File: src/rtl/vga_plot_arbiter.sv
// Round-robin arbiter sharing one VGA pixel-write port; optional off-screen drop via VGA_ARB_CLIP_EN.
// Plot strobe two edges after the IDLE sample, then PLOT_GAP idle cycles; requesters wait (hold req) until ack.
module vga_plot_arbiter #(
   parameter int NREQ     = 4,
   parameter int PLOT_GAP = 2
) (
   input  logic              CLOCK_50,
   input  logic              reset,
   input  logic [NREQ-1:0]   req,
   input  logic [8*NREQ-1:0] req_x,
   input  logic [7*NREQ-1:0] req_y,
   input  logic [3*NREQ-1:0] req_color,
   output logic [NREQ-1:0]   ack,
   output logic [7:0]        VGA_X,
   output logic [6:0]        VGA_Y,
   output logic [2:0]        VGA_COLOR,
   output logic              plot,
   output logic              busy
);

   localparam int IW = (NREQ > 1) ? $clog2(NREQ) : 1;

   typedef enum logic [1:0] {IDLE, SETUP, STROBE, GAP} state_t;

   state_t          state;
   logic [IW-1:0]   ptr;
   logic [IW-1:0]   gnt;
   logic [7:0]      gap_cnt;
   logic            drop;

   logic            win_vld;
   logic [IW-1:0]   win;
   logic [7:0]      win_x;
   logic [6:0]      win_y;
   logic [2:0]      win_color;
   logic            win_off;

   // First requester at or after ptr, wrapping modulo NREQ.
   always_comb begin
      int j;
      j         = 0;
      win_vld   = 1'b0;
      win       = '0;
      win_x     = '0;
      win_y     = '0;
      win_color = '0;
      for (int i = 0; i < NREQ; i++) begin
         j = int'(ptr) + i;
         if (j >= NREQ) j = j - NREQ;
         if (!win_vld && req[j]) begin
            win_vld   = 1'b1;
            win       = IW'(j);
            win_x     = req_x[8*j +: 8];
            win_y     = req_y[7*j +: 7];
            win_color = req_color[3*j +: 3];
         end
      end
   end

`ifdef VGA_ARB_CLIP_EN
   assign win_off = (win_x > 8'd159) || (win_y > 7'd119);
`else
   assign win_off = 1'b0;
`endif

   always_ff @(posedge CLOCK_50 or posedge reset) begin
      if (reset) begin
         state     <= IDLE;
         ptr       <= '0;
         gnt       <= '0;
         gap_cnt   <= '0;
         drop      <= 1'b0;
         VGA_X     <= '0;
         VGA_Y     <= '0;
         VGA_COLOR <= '0;
         plot      <= 1'b0;
         ack       <= '0;
         busy      <= 1'b0;
      end else begin
         case (state)
            IDLE: begin
               if (win_vld) begin
                  gnt       <= win;
                  VGA_X     <= win_x;
                  VGA_Y     <= win_y;
                  VGA_COLOR <= win_color;
                  drop      <= win_off;
                  busy      <= 1'b1;
                  state     <= SETUP;
               end
            end
            SETUP: begin
               // Dropped pixels are still acked so the requester can move on.
               plot  <= ~drop;
               ack   <= NREQ'(1) << gnt;
               state <= STROBE;
            end
            STROBE: begin
               plot <= 1'b0;
               ack  <= '0;
               ptr  <= (gnt == IW'(NREQ-1)) ? '0 : gnt + 1'b1;
               if (PLOT_GAP > 0) begin
                  gap_cnt <= 8'(PLOT_GAP - 1);
                  state   <= GAP;
               end else begin
                  busy  <= 1'b0;
                  state <= IDLE;
               end
            end
            GAP: begin
               if (gap_cnt == 8'd0) begin
                  busy  <= 1'b0;
                  state <= IDLE;
               end else begin
                  gap_cnt <= gap_cnt - 1'b1;
               end
            end
            default: state <= IDLE;
         endcase
      end
   end

endmodule

File: config.mk
export PLATFORM = sky130hd
export DESIGN_NAME = vga_plot_arbiter
export DESIGN_NICKNAME = d
export VERILOG_FILES = /design/src/rtl/vga_plot_arbiter.sv
export SDC_FILE = /design/constraint.sdc
export NUM_CORES = 1
export LEC_CHECK = 0
export ABC_AREA = 1
export BUFFER_PORTS_ARGS = -buffer_cell sky130_fd_sc_hd__buf_2
export CAP_MARGIN = 20
export CORE_MARGIN = 4
export CORE_UTILIZATION = 38
export CTS_BUF_LIST = sky130_fd_sc_hd__clkbuf_2 sky130_fd_sc_hd__clkbuf_4 sky130_fd_sc_hd__clkbuf_8
export DETAILED_ROUTE_END_ITERATION = 6
export GPL_TIMING_DRIVEN = 0
export HOLD_SLACK_MARGIN = 0.03
export SLEW_MARGIN = 20
export SYNTH_ARGS = -nofsm -noshare
export SYNTH_HDL_FRONTEND = slang
export SYNTH_SLANG_ARGS = --single-unit
File: constraint.sdc
create_clock -name CLOCK_50 -period 4.11 [get_ports CLOCK_50]
set_input_delay 0.2055 -clock CLOCK_50 [delete_from_list [all_inputs] [get_ports CLOCK_50]]
set_output_delay 0.2055 -clock CLOCK_50 [all_outputs]
set_load 0.05 [all_outputs]
[Word level (Yosys, flattened, before mapping)]
Index checks and enable logic that the tools add are counted.
Widths: inputs -> output; s select.
Word-level totals
  flip-flop bits (word level): 38
  memories: 0
  bits in writable memories: 0
  bits of input ports: 78
  output and inout port bits: 24
  bits in latches: 0
  word-level logic and storage cells: 117
  memory bits (read-only): 0
Operators by class
  $lt $le $gt $ge: 8
  mux-type cells: 47
  bitwise logic cells: 0
  div/mod/pow operators: 0
  shifts and indexed selects: 13
  reduce and logical (&&, ||, !) cells: 15
  eq/ne operators: 7
  $add $sub $neg: 9
  multiply operators: 8
Operator list (count)
  $lt 32x4->1 const B: 4
  $mul 3x32->32 const A: 4
  $mul 4x32->32 const A: 4
  $mux 32: 4
  $shiftx 12x32->3: 4
  $shiftx 28x32->7: 4
  $shiftx 32x32->8: 4
  $mux 8: 5
  $mux 7: 4
  $pmux 8 s2: 1
  $mux 1: 14
  $mux 2: 7
  $mux 3: 4
  $sub 3x3->4 const B: 3
  $ge 3x3->1 const B: 3
  $bmux 1 s2: 4
  $logic_not 8->1: 1
  $pmux 2 s4: 1
  $pmux 4 s2: 1
  $sub 8x1->8 const B: 1
  $add 2x2->3 const B: 2
  $eq 2x2->1 const B: 3
  $ne 2x2->1 const B: 3
  $reduce_and 2->1: 3
  12 further kinds: 19

[Longest topological paths before layout]
Gate-level depths: netlist of the first run.
  depth in word-level cells: 17
  gate-level depth with buffers: 27
  depth with buffers taken out: 22

[Worst setup path after synthesis of the first run]
OpenSTA, ideal clock, no wires.
  kind: reg2reg
  from: register ptr[0]
  to: register VGA_Y[3]
  period minus slack after synthesis: 3.510 ns
  buffers on the path: 6
  stages on the path, launching flop included: 25
  library setup time: 0.066 ns
  path slack: 0.600 ns
  data required time: 4.044 ns
  arrival: 3.445 ns
  path through: dfrtp_1 -> buf_6 -> inv_2 -> buf_4 -> buf_2 -> buf_2 -> ha_1 -> buf_4 -> nand2_2 -> clkbuf_1 -> ha_1 -> inv_1 -> ha_1 -> xor2_1 -> nand2_1 -> nand2_1 -> nand2_1 -> nand2_2 -> nor3_4 -> nand2_1 -> nor2_1 -> nor2_1 -> nor2_1 -> o21ai_1 -> nand2_1
Between the ends
  word-level cells in the longest chain between the ends: 16
  elaborated cells on any way between the ends: 50
  those cells by class: add/sub (7); mul (4); order compare (4); shift (4); mux (24); reduce/logical (7)
Ends and longest elaborated chain
  start, declared: line 26  | logic [IW-1:0] ptr;
  start signal, assigned: line 101  | ptr <= (gnt == IW'(NREQ-1)) ? '0 : gnt + 1'b1;
  branches (longest 16 deep; another with $mul 4x32->32)
  end signal, assigned: line 85  | VGA_Y <= win_y;
  end, declared: line 15  | output logic [6:0] VGA_Y,
Parallel ways; which one is timed is not known. The select of a mux whose other input is x is not followed.
A chain may end at the register's enable or synchronous reset.

[Worst setup path after layout of the first run]
Ends and elaborated chain as after synthesis.

==> impl_metrics.csv, run 1 <==
group,metric,value,unit
outcome,status,"completed",
global_routing,grt_pass1_wl,58.12,mm
yosys,synth-seq-cells,38,
yosys,synthTopCellsByCount,"698 x nand2_1, 178 x nand3_1, 131 x o21ai_0, 120 x inv_1, 91 x nor2_1",
floorplan,die_y,153.3,um
routing,vias_per_cell,5.772,
final_layout,syn_to_final_growth,13.12,%
yosys,synth_compound_area_share,17.72,%
global_routing,grt_pass1_vias,10340,
global_routing,grt_max_degree,30,
worst_setup_path,r2r-end,"VGA_Y[3]$_DFFE_PP0P_",
yosys,yosysUniqueCellTypes,56,
floorplan,core_area,20490,sq um
flow_run,drv_cap,0,
routing,num_vias,11215,
timing,fin_crit_sh,93.67,%
clock_tree,insertion_delay,0.28,ns
clock_tree,clock-sinks,38,
worst_setup_path,r2r_setup_slack,0.26,ns
routing,drc,0,
clock_tree,path_clk_slew,0.07,ns
place,place.gp.congestion,1.036,
yosys,synth_area_per_cell,5.135,sq um
yosys,synth-async-reset-ratio,100.0,%
timing,fin_crit,3.850,ns
final_layout,final_util,44.27,%
yosys,syn_nets,1664,
worst_setup_path,cp.arrival,4.08,ns
floorplan,core.rowCount,52,
floorplan,start_util,39.14,%
place,place_hpwl,30.85,mm
global_routing,grt_overflow,0,
place,dp_slack,-0.4498,ns
clock_tree,clockBufferDepth,2,
yosys,synthMuxAreaShare,0.7487,%
yosys,synth_top_cell_by_area,"nand2_1",
global_routing,grt.total_usage,30.72,%
yosys,netlist_area,8021,sq um
yosys,synth_adder_area_share,3.744,%
floorplan,ios,102,
final_layout,fin_area,9074,sq um
global_routing,antenna_found_initial,0,
worst_setup_path,r2r_start,"ptr[0]$_DFFE_PP0P_",
final_layout,fill_cells,2401,
clock_tree,cts_buffers,5,
floorplan,die-area,23500,sq um
place,dpl_cell_area,8885,sq um
worst_setup_path,required,4.34,ns
worst_hold_path,hold_path_class,"in -> async",
worst_setup_path,startpoint,"ptr[0]$_DFFE_PP0P_",
timing,finalWorstSetupSlack,0.2600,ns
yosys,yosysTopAreaCellShare,32.66,%
clock_tree,ctsHtreeMaxLevel,2,
yosys,seq_area_frac_synth,11.85,%
yosys,synth.most_common_cell,"nand2_1",
timing,clock_skew,0.006009,ns
worst_setup_path,cp-endpoint,"VGA_Y[3]$_DFFE_PP0P_",
timing,timing.slew.headroom,36.40,%
place,numPortBuffers,101,
yosys,synthCells,1562,
timing,worst_pin_slew,0.9540,ns
worst_setup_path,crit_type,"reg -> reg",
yosys,synth-simple-area-share,53.10,%
floorplan,die_width,153.3,um
yosys,synthXorXnorAreaFrac,0.7643,%
worst_setup_path,start_kind,"flop",
timing,hold_viol,0,
timing,finalMaxSlewViolations,0,
routing,dr.pass1.iters,6,
routing,routed_wl,38.23,mm
yosys,synth_edf_count,0,
timing,setup_viol,0,
worst_setup_path,critPathCaptureType,"flop",
final_layout,layout-drive-gt1-share,12.25,%
yosys,synth-warning-count,0,
worst_setup_path,crit_fanout,16,
final_layout,antenna_cells,0,
yosys,synth_top_family_by_area,"simple AND/OR/NAND/NOR gates",
routing,drt_iter0_drc,1554,
clock_tree,tritoncts,"done",
worst_setup_path,rr_worst_depth,22,
final_layout,nets,1775,
clock_tree,root_buffer,"clkbuf_8",
timing,max_freq,259.7,MHz
routing,wire_per_inst,19.68,um
routing,ant_nets,0,
yosys,ys.flop_type,"dfrtp_1",
yosys,yosys-top-cells-area,"nand2_1 33%, dfrtp_1 12%, nand3_1 11%",
[state kept, by name, summed over array words and instances, names as in the netlist]
register	cells
state	2
busy	1
gnt	2
gap_cnt	8
ptr	2
VGA_Y	7
VGA_X	8
ack	4
VGA_COLOR	3
plot	1
[metrics by stage]
stage / setup TNS (ns) / std cells / hold WS, ns
after floorplan: 0 / 1562 / 0.3979
after global placement: -3.141 / 1933 / 0.4603
after detailed placement: -3.188 / 1934 / 0.1513
after CTS: 0 / 1941 / 0.3899
after global routing: -0.0006781 / 1943 / 0.4120
final: 0 / 1943 / 0.3931
[cell families (layout without fill, tap and decap cells)]
logic type                 count (synthesis)  after routing
buffers and inverters                    212            323
adders and majority gates                 24             24
muxes                                      6              6
DFF                                       38             38
xor gates and xnor gates                   7              7
AOI/OAI and AO/OA                        250            250
and+or+nand+nor                         1025           1025
[layer usage]
layer	vias to the layer above	track usage [%]	share of wire, %
met3	112	5.117	11
met5	-	0	0
met1	5174	43.60	42
met4	0	9.037	3.3
li1	5303	-	-
met2	626	47.84	43
[area by class of cell]
type                       count  area, sq um  share of cell area, %
multi-input combinational   1312         6107                  67.31
sequential                    38        952.2                  10.49
timing repair buffer         107        583.1                  6.426
inverter                     130        495.5                  5.461
buffer                        79        485.5                  5.350
tap                          270        337.8                  3.723
clock buffer                   6        82.58                 0.9101
clock inverter                 1        30.03                 0.3309
[cell usage in the layout (no fill, tap or decap), types with 4 or more instances in the layout]
cell type,instances
nand2_1,697
nand4_1,18
a41oi_1,4
nor3_1,7
o2111ai_1,7
o211ai_1,11
inv_1,119
nor2_1,91
inv_2,7
and2_1,6
ha_1,23
o22ai_1,10
nand2_2,9
mux2i_1,6
clkbuf_8,6
o21ai_1,17
dfrtp_1,37
xor2_1,7
clkbuf_1,17
nand3_1,178
buf_2,130
o21ai_0,131
a31oi_1,4
buf_1,8
o21a_1,5
buf_6,13
buf_4,13
a21oi_1,39
[critical path, cell delays in order (launching register included)]
cell	delay (ns)
dfrtp_1	0.50
buf_6	0.21
inv_4	0.08
buf_12	0.17
ha_1	0.19
buf_4	0.18
nand2_2	0.16
buf_2	0.29
ha_1	0.28
inv_1	0.06
ha_1	0.25
xor2_1	0.17
nand2_1	0.10
nand2_1	0.05
nand2_1	0.11
nand2_2	0.16
nor3_4	0.29
nand2_1	0.08
nor2_1	0.09
nor2_1	0.06
nor2_1	0.08
o21ai_1	0.12
nand2_1	0.08
[how the worst min path moves through the flow]
| stage | slack [ns] | startpoint | cells past startpoint | endpoint |
|---|---|---|---|---|
| finish | 0.39 | reset | 3 | VGA_X[3]$_DFFE_PP0P_ |
| global route | 0.41 | reset | 3 | gap_cnt[6]$_DFFE_PP0P_ |
| CTS | 0.39 | reset | 3 | gap_cnt[7]$_DFFE_PP0P_ |
| detailed placement | 0.15 | reset | 2 | gap_cnt[7]$_DFFE_PP0P_ |
| global placement | 0.46 | VGA_X[4]$_DFFE_PP0P_ | 2 | VGA_X[4]$_DFFE_PP0P_ |
| floorplan | 0.40 | reset | 1 | VGA_COLOR[0]$_DFFE_PP0P_ |
[timing repair]
item	CTS	global route
setup endpoints to repair	9	8
hold endpoints to repair	9	0
buffers inserted	0	3
pin swaps	0	1
resized for setup	7	9
hold buffers	1	0
gates cloned	0	1
Power of run 1 is not shown: default switching activity piles up to over one toggle a cycle in this logic, so the estimate is an artifact.
==> run 2, diff against run 1 <==
--- a/config.mk
+++ b/config.mk
@@ -9,11 +9,13 @@
 export BUFFER_PORTS_ARGS = -buffer_cell sky130_fd_sc_hd__buf_2
 export CAP_MARGIN = 20
 export CORE_MARGIN = 4
-export CORE_UTILIZATION = 38
+export CORE_UTILIZATION = 35
 export CTS_BUF_LIST = sky130_fd_sc_hd__clkbuf_2 sky130_fd_sc_hd__clkbuf_4 sky130_fd_sc_hd__clkbuf_8
 export DETAILED_ROUTE_END_ITERATION = 6
 export GPL_TIMING_DRIVEN = 0
 export HOLD_SLACK_MARGIN = 0.03
+export PLACE_DENSITY = 0.65
+export REMOVE_ABC_BUFFERS = 1
 export SLEW_MARGIN = 20
 export SYNTH_ARGS = -nofsm -noshare
 export SYNTH_HDL_FRONTEND = slang
==> run 2 against run 1 <==
Count of clock-buffer cells in the layout increased by 1. Global-route usage decreased by 7.5 points. Utilization fell by 5.3 points. Worst setup slack worse by 0.0057 ns. Wire length shrank 18%. Sequential share of layout area grew 0.40 points. Clock skew rose by 0.0036 ns. The run now ends with DRC left. First-iteration DRC count down 2.4%. Non-clock buffer count decreased by 72. Flip-flop and latch count is the same.
==> impl_metrics.csv, run 2 (synthesis results as in run 1) <==
group,metric,value,unit
final_layout,final_util,38.99,%
routing,wire_per_inst,16.62,um
final_layout,final_cell_mix,"696 x nand2_1, 178 x nand3_1, 131 x o21ai_0",
routing,vias_per_cell,5.595,
global_routing,grt_pass1_wl,49.01,mm
timing,finalMaxSlewViolations,0,
outcome,status,"finished with violations",
clock_tree,cts_buffers,5,
worst_setup_path,rr_worst_depth,18,
timing,worst_pin_slew,0.9129,ns
global_routing,grt_max_degree,91,
place,dp_slack,-0.9898,ns
flow_run,drv_cap,0,
worst_setup_path,startpoint,"ptr[0]$_DFFE_PP0P_",
global_routing,grt_overflow,0,
routing,met1Wirelength,13.26,mm
final_layout,syn_to_final_growth,9.702,%
timing,hold_viol,0,
floorplan,die-area,25410,sq um
final_layout,multi_input_area,6187,sq um
outcome,violations,"DRC",
floorplan,start_util,35.54,%
clock_tree,path_clk_slew,0.08,ns
routing,drt_iter0_drc,1516,
routing,wl_met2,14.16,mm
worst_setup_path,r2r_start,"ptr[0]$_DFFE_PP0P_",
routing,routed_wl,31.38,mm
worst_setup_path,crit_type,"reg -> reg",
routing,dr_wl_met3,2.998,mm
routing,num_vias,10564,
worst_setup_path,r2r_setup_slack,0.25,ns
final_layout,top_regs,"VGA_X: 8 flops, gap_cnt: 8 flops, VGA_Y: 7 flops",
global_routing,grt.total_usage,23.24,%
timing,holdWs,0.3564,ns
global_routing,antenna_found_initial,0,
worst_setup_path,start_kind,"flop",
clock_tree,ctsHtreeMaxLevel,2,
timing,finalWorstSetupSlack,0.2543,ns
clock_tree,root_buffer,"clkbuf_8",
final_layout,seq_area,958.4,sq um
global_routing,grt_pass1_vias,9433,
worst_setup_path,crit_fanout,56,
clock_tree,tritoncts,"done",
final_layout,layout-drive-gt1-share,10.48,%
worst_hold_path,hold_path_class,"in -> async",
clock_tree,clock-sinks,38,
place,place_hpwl,23.60,mm
worst_setup_path,cp.arrival,4.08,ns
clock_tree,insertion_delay,0.29,ns
floorplan,ios,102,
floorplan,core.rowCount,55,
timing,clock_skew,0.009564,ns
routing,dr.pass1.iters,7,
place,place.gp.congestion,0.9865,
floorplan,die_y,159.4,um
timing,timing.slew.headroom,39.07,%
routing,ant_nets,0,
worst_setup_path,required,4.34,ns
worst_setup_path,critPathCaptureType,"flop",
floorplan,die_width,159.4,um
timing,rsz0062_at_grt,"no",
clock_tree,clockBufferDepth,2,
timing,fin_crit_sh,93.81,%
timing,max_freq,259.4,MHz
routing,top_layer_used,"met4",
final_layout,fill_cells,2540,
timing,tns,0,ns
place,numPortBuffers,101,
final_layout,nets,1704,
timing,fin_crit,3.856,ns
final_layout,antenna_cells,0,
worst_setup_path,r2r-end,"VGA_Y[5]$_DFFE_PP0P_",
final_layout,final_common_cell,"nand2_1",
timing,setup_viol,0,
routing,drc,10,
floorplan,core_area,22570,sq um
## run 2: changes by cell type in the layout (fill, tap and decap cells not counted), moves of 5 or more
cell	change
clkbuf_1	-17
ha_1	-5
ha_4	+6
buf_2	-29
buf_4	-6
buf_6	-12
buf_1	-8
## run 2: worst max-delay path by stage
stage	slack, ns	to	cells after the start
after floorplan	-2.83	VGA_Y[0]$_DFFE_PP0P_	15
after detailed placement	-0.99	VGA_Y[4]$_DFFE_PP0P_	19
after global placement	-6.10	VGA_Y[2]$_DFFE_PP0P_	19
final	0.25	VGA_Y[5]$_DFFE_PP0P_	18
after global routing	0.04	VGA_Y[1]$_DFFE_PP0P_	18
after CTS	0.003	VGA_Y[3]$_DFFE_PP0P_	18
## run 2: cell type report
type | count | area share [%]
clock buffers | 7 | 0.9527
clock inverters | 1 | 0.3412
inverters | 130 | 5.815
multi-input cells | 1312 | 70.31
flip-flops and latches | 38 | 10.89
well taps | 285 | 4.052
repair buffers | 114 | 7.579
repair inverters | 1 | 0.05687
## run 2: critical path, cell delays in order, from the launching register on
cell     delay, ns
dfrtp_4       0.62
inv_8         0.33
ha_4          0.38
nand2_2       0.32
ha_1          0.38
inv_1         0.04
ha_1          0.31
xor2_1        0.17
nand2_1       0.11
nand2_1       0.05
nand2_1       0.10
nand2_2       0.15
nor3_4        0.26
nand3_1       0.15
nand3_1       0.13
nand2_1       0.05
inv_1         0.06
nand2_1       0.08
nand2_1       0.06
## run 2: metal layers
metal	GRT usage [%]	up-vias
met5	0	-
met3	2.899	83
li1	-	5163
met2	37.89	557
met4	6.627	0
met1	32.32	4761
## run 2: what timing repair did
item / CTS / global route
endpoints found under the setup margin: 20 / 9
hold endpoints to repair: 7 / 0
pin swaps: 0 / 1
resized for setup: 13 / 10
hold buffers: 1 / 0
cloned: 1 / 0
buffers inserted: 2 / 6
## run 2: through the flow
step	instances	area, sq um
2_1_floorplan	1480	7543
3_3_place_gp	1866	8406
3_5_place_dp	1870	8504
4_1_cts	1882	8702
5_1_grt	1888	8800
6_report	1888	8800
Power of run 2 is left out for the same reason.
